$ cat src/rtl/pll_supervisor.sv
// pll_supervisor: PLL reset sequencing, lock filtering, staggered clock enables,
// glitch-tolerant loss detection and bounded re-lock retries ending in a latched fault.
module pll_supervisor #(
    parameter int                NumClk            = 4,
    parameter logic [NumClk-1:0] ChanMask          = {NumClk{1'b1}},
    parameter int                ResetCycles       = 16,
    parameter int                LockTimeoutCycles = 65535,
    parameter int                SettleCycles      = 256,
    parameter int                StaggerCycles     = 8,
    parameter int                GlitchCycles      = 2,
    parameter int                MaxRetries        = 3
) (
    input  logic                              ref_clk,
    input  logic                              rst_n,
    input  logic                              restart,
    input  logic                              pll_lock,
    output logic                              pll_rst,
    output logic [NumClk-1:0]                 ch_en,
    output logic                              locked,
    output logic                              fault,
    output logic [$clog2(MaxRetries+1)-1:0]   retry_count,
    output logic                              loss_pulse
);
    localparam int HW = $clog2(ResetCycles + 1);
    localparam int TW = $clog2(LockTimeoutCycles + 1);
    localparam int SW = $clog2(SettleCycles + 1);
    localparam int GW = $clog2(StaggerCycles + 2);
    localparam int LW = $clog2(GlitchCycles + 2);
    localparam int RW = $clog2(MaxRetries + 1);
    localparam logic [HW-1:0] HoldLast = HW'(ResetCycles - 1);
    localparam logic [TW-1:0] TmoLast  = TW'(LockTimeoutCycles - 1);
    localparam logic [SW-1:0] SetLast  = SW'(SettleCycles - 1);
    localparam logic [GW-1:0] StgLast  = GW'((StaggerCycles > 0 ? StaggerCycles : 1) - 1);
    localparam logic [LW-1:0] LowLast  = LW'(GlitchCycles);
    localparam logic [RW-1:0] RetLast  = RW'(MaxRetries - 1);
    localparam logic [RW-1:0] RetMax   = RW'(MaxRetries);

    typedef enum logic [2:0] {RST_HOLD, WAIT_LOCK, SETTLE, ENABLE, RUN, FAULT} state_e;

    state_e            state_q;
    logic [1:0]        sync_q;
    logic [HW-1:0]     hold_q;
    logic [TW-1:0]     tmo_q;
    logic [SW-1:0]     settle_q;
    logic [GW-1:0]     stag_q;
    logic [LW-1:0]     low_q;
    logic [NumClk-1:0] slot_q, slot_d;
    logic [NumClk-1:0] ch_en_q;
    logic [RW-1:0]     retry_q;
    logic              pll_rst_q, locked_q, fault_q, loss_q;
    logic              lock_s, tmo_hit, loss_hit, fail;

    always_comb begin
        lock_s   = sync_q[1];
        slot_d   = slot_q << 1;
        tmo_hit  = (state_q == WAIT_LOCK || state_q == SETTLE) && tmo_q == TmoLast;
        loss_hit = (state_q == ENABLE || state_q == RUN) && !lock_s && low_q == LowLast;
        fail     = tmo_hit || loss_hit;
    end

    always_ff @(posedge ref_clk or negedge rst_n) begin
        if (!rst_n) begin
            state_q   <= RST_HOLD;
            sync_q    <= '0;
            hold_q    <= '0;
            tmo_q     <= '0;
            settle_q  <= '0;
            stag_q    <= '0;
            low_q     <= '0;
            slot_q    <= '0;
            ch_en_q   <= '0;
            retry_q   <= '0;
            pll_rst_q <= 1'b1;
            locked_q  <= 1'b0;
            fault_q   <= 1'b0;
            loss_q    <= 1'b0;
        end else begin
            sync_q <= {sync_q[0], pll_lock};
            loss_q <= 1'b0;
            if (restart) begin
                state_q   <= RST_HOLD;
                hold_q    <= '0;
                retry_q   <= '0;
                fault_q   <= 1'b0;
                pll_rst_q <= 1'b1;
                ch_en_q   <= '0;
                locked_q  <= 1'b0;
            end else if (fail) begin
                pll_rst_q <= 1'b1;
                ch_en_q   <= '0;
                locked_q  <= 1'b0;
                hold_q    <= '0;
                loss_q    <= loss_hit;
                if (retry_q >= RetLast) begin
                    state_q <= FAULT;
                    retry_q <= RetMax;
                    fault_q <= 1'b1;
                end else begin
                    state_q <= RST_HOLD;
                    retry_q <= retry_q + 1'b1;
                end
            end else begin
                case (state_q)
                    RST_HOLD: begin
                        if (hold_q == HoldLast) begin
                            state_q   <= WAIT_LOCK;
                            pll_rst_q <= 1'b0;
                            tmo_q     <= '0;
                            settle_q  <= '0;
                        end else hold_q <= hold_q + 1'b1;
                    end
                    WAIT_LOCK: begin
                        tmo_q <= tmo_q + 1'b1;
                        if (lock_s) begin
                            state_q  <= SETTLE;
                            settle_q <= SW'(1);
                        end
                    end
                    SETTLE: begin
                        tmo_q <= tmo_q + 1'b1;
                        if (!lock_s) begin
                            state_q  <= WAIT_LOCK;
                            settle_q <= '0;
                        end else if (settle_q >= SetLast) begin
                            locked_q <= 1'b1;
                            low_q    <= '0;
                            stag_q   <= '0;
                            slot_q   <= NumClk'(1);
                            // With no stagger (or a single channel) every enable goes out at once
                            if (StaggerCycles == 0 || NumClk == 1) begin
                                ch_en_q <= ChanMask;
                                state_q <= RUN;
                            end else begin
                                ch_en_q <= ChanMask & NumClk'(1);
                                state_q <= ENABLE;
                            end
                        end else settle_q <= settle_q + 1'b1;
                    end
                    ENABLE: begin
                        low_q <= lock_s ? '0 : low_q + 1'b1;
                        if (stag_q == StgLast) begin
                            stag_q  <= '0;
                            slot_q  <= slot_d;
                            ch_en_q <= ch_en_q | (ChanMask & slot_d);
                            if (slot_d[NumClk-1]) state_q <= RUN;
                        end else stag_q <= stag_q + 1'b1;
                    end
                    RUN: low_q <= lock_s ? '0 : low_q + 1'b1;
                    default: ;
                endcase
            end
        end
    end

    assign pll_rst     = pll_rst_q;
    assign ch_en       = ch_en_q;
    assign locked      = locked_q;
    assign fault       = fault_q;
    assign retry_count = retry_q;
    assign loss_pulse  = loss_q;
endmodule

$ cat config.mk
export PLATFORM = sky130hd
export DESIGN_NAME = pll_supervisor
export DESIGN_NICKNAME = d
export VERILOG_FILES = /design/src/rtl/pll_supervisor.sv
export SDC_FILE = /design/constraint.sdc
export NUM_CORES = 1
export LEC_CHECK = 0
export CORE_ASPECT_RATIO = 0.5
export CORE_UTILIZATION = 34
export DETAILED_ROUTE_END_ITERATION = 12
export PLACE_DENSITY = 0.51
export REMOVE_ABC_BUFFERS = 1
export SLEW_MARGIN = 20
export SYNTH_ARGS = -nofsm -noshare
export SYNTH_HDL_FRONTEND = slang
export SYNTH_SLANG_ARGS = --single-unit
$ cat constraint.sdc
create_clock -name ref_clk -period 2.5 [get_ports ref_clk]
set_input_delay 0.5 -clock ref_clk [delete_from_list [all_inputs] [get_ports ref_clk]]
set_output_delay 0.5 -clock ref_clk [all_outputs]
set_load 0.01 [all_outputs]
==> flow_summary.toml <==
[critical_path]
cp_top_family = "simple AND/OR/NAND/NOR gates"
critPathSlowestCell = "or4_4"
slowest_delay_ns = 0.57
required_ns = 2.69
cp-end-kind = "register"
crit_path_frequent_cell = "nor2_1"
worstPathCellList = "ha_2 -> and3_1 -> nand3_2 -> nor2_1 -> ha_1 -> nor2_1 -> o21ai_2 -> a21oi_2 -> or4_4 -> a32o_1"
path_max_fanout = 6
cp-start-kind = "register"
path_class = "reg2reg"
cp.arrival_ns = 2.57
path_buf_inv = 0

[cts]
cts_tree = "yes"
cts_buffers = 5
cts_htree_levels = 2
clk_latency_ns = 0.30
cts_root_buf = "clkbuf_16"
clockBufferDepth = 2
cts.sinks = 54
path_clk_slew_ns = 0.07
cts_hold_buf = 0

[logic_synthesis]
ys.flop_type = "dfrtp_1"
synth_seq_area_share = 0.4582
synth_cells = 304
synth_edf_count = 0
ys_warn_count = 0
ys_async_sr_fraction = 1.000
synth.distinct_cells = 64
synth_area_um2 = 2952
syn_area_per_cell_um2 = 9.709
ys_seq_elements = 54

[finish]
drive_above_1_share = 0.1485
area_delta_synth_final_pct = 18.91
mostFrequentLayoutCells = "dfrtp_1 (53), nor2_1 (35), nand2_1 (21)"
final_nets = 341
fillers = 789
final_common_cell = "dfrtp_1"
antennaDiodeCount = 0

[sta]
setup_ws_ns = 0.1214
skew_ns = 0.006286
hold_viol_final = 0
setup_viol = 0
post-route-period-util = 0.9514
timing.final.crit_period_ns = 2.379
whs_ns = 0.2015
tightestPinTransition_ns = 0.5889
relSlewSlack = 0.6074
slew_violations = 0
fmax_mhz = 420.4

[power]
irDropWorstVdd_v = 0.0003246
swShare = 0.2068
switchingPower_uw = 364.3
clkPwrFrac = 0.469
p_leak_nw = 1.450
combPwrFrac = 0.029
internal-power_mw = 1.398
p_per_area_nw_per_um2 = 502.1
p_seq_frac = 0.502

[global_routing]
grt_max_degree = 31
grt_overflow_total = 0
grt_pass1_wl_um = 11120
antenna_found_initial = 0
track_usage = 0.1601
grt_pass1_vias = 2261

[die]
coreArea_um2 = 8202
dieArea_um2 = 9081
fp.dieH_um = 67.89
rows = 23
die_x_um = 133.8
io_pins = 14
start_util = 0.3599

[routing]
ant_nets = 0
drtIter0Drc = 218
drt-wirelength-per-cell_um = 15.24
vias = 2397
viasPerCell = 5.423
wl_um = 6736
drc_errors = 0
drtPass1Iterations = 4

[placed_design]
pre_cts_slack_ns = -0.03832
dp_hpwl_um = 4799
place_congestion = 0.8337
port_buffers = 13

[hold_path]
hp-class = "in2async"

[run]
maxCapViolCount = 0

[status]
status = "complete, no violations"
routing by layer:
layer	routed length [um]	vias to the layer above	GRT usage
met5	0	-	0
met4	90	0	0.06392
met3	254	7	0.03556
met2	2987	37	0.2552
met1	3405	1182	0.2144
li1	-	1171	-
synth_stat cells (5+ instances only):
cell type / instances / share of area
a21oi_1: 9 / 0.015
a31oi_1: 6 / 0.013
and3_1: 5 / 0.011
clkbuf_1: 5 / 0.0064
dfrtp_1: 53 / 0.45
ha_1: 8 / 0.034
inv_1: 15 / 0.019
nand2_1: 21 / 0.027
nand3_1: 14 / 0.024
nand4_1: 9 / 0.019
nor2_1: 35 / 0.045
nor4_1: 8 / 0.017
o21ai_0: 17 / 0.029
o31ai_1: 6 / 0.015
o41ai_1: 6 / 0.018
xor2_1: 12 / 0.036
repair_timing:
| item | CTS | global route |
|---|---|---|
| buffers inserted | 0 | 1 |
| gates resized for setup | 1 | 9 |
| endpoints found under the setup margin | 3 | 13 |
flip-flops by register name, indices dropped and copies added (netlist names):
name	count
locked	1
settle_q	9
retry_count	2
slot_q	3
ch_en	4
state_q	3
fault	1
pll_rst	1
low_q	2
tmo_q	16
stag_q	4
sync_q	2
loss_pulse	1
hold_q	5
through the flow:
stage	utilization	power, mW	instance area [um2]	setup TNS, ns	cells
detailed placement	0.3995	0.9554	3277	-0.06911	433
global placement	0.3995	0.9539	3277	0	433
finish	0.4279	1.762	3510	0	442
floorplan	-	0.9176	2872	0	291
global route	0.4279	1.820	3510	-0.01963	442
CTS	0.4212	1.772	3455	0	441
area by class of cell:
cell class / instances / area (um2) / share of cell area
clock inverters: 1 / 30.03 / 0.008556
flip-flops and latches: 54 / 1353 / 0.3854
repair buffers: 31 / 272.8 / 0.07772
clock buffers: 7 / 142.6 / 0.04064
inverters: 15 / 56.30 / 0.01604
multi-input cells: 222 / 1515 / 0.4317
well taps: 112 / 140.1 / 0.03993
power by group through the flow:
stage | Sequential (mW) | Combinational, mW | Clock (mW)
2_1_floorplan | 0.900 | 0.0173 | 0
3_3_place_gp | 0.901 | 0.0525 | 0
3_5_place_dp | 0.902 | 0.0534 | 0
4_1_cts | 0.885 | 0.0533 | 0.834
5_1_grt | 0.885 | 0.0587 | 0.876
6_report | 0.885 | 0.0513 | 0.826
logic make-up after synthesis:
family / Yosys count / share of synthesized area
AO/OA/AOI/OAI: 71 / 0.1725
AND/OR/NAND/NOR: 123 / 0.2264
XOR/XNOR: 14 / 0.04154
multiplexers: 6 / 0.02120
buffers and inverters: 28 / 0.04621
flip-flops: 54 / 0.4582
adder cells (fa/ha/maj): 8 / 0.03391
worst paths after layout:
kind                             startpoint          end  slack [ns]  depth (start not counted)
worst max-delay path            settle_q[1]    slot_q[1]        0.12                         10
worst min-delay path                  rst_n    tmo_q[10]        0.20                          1
worst max register to register  settle_q[1]    slot_q[1]        0.12                         10
worst min register to register    sync_q[0]    sync_q[1]        0.35                          0
max in group asynchronous             rst_n  settle_q[8]        1.73                          2
min in group ref_clk              sync_q[0]    sync_q[1]        0.35                          0
Power figures use the tool's default switching activity.
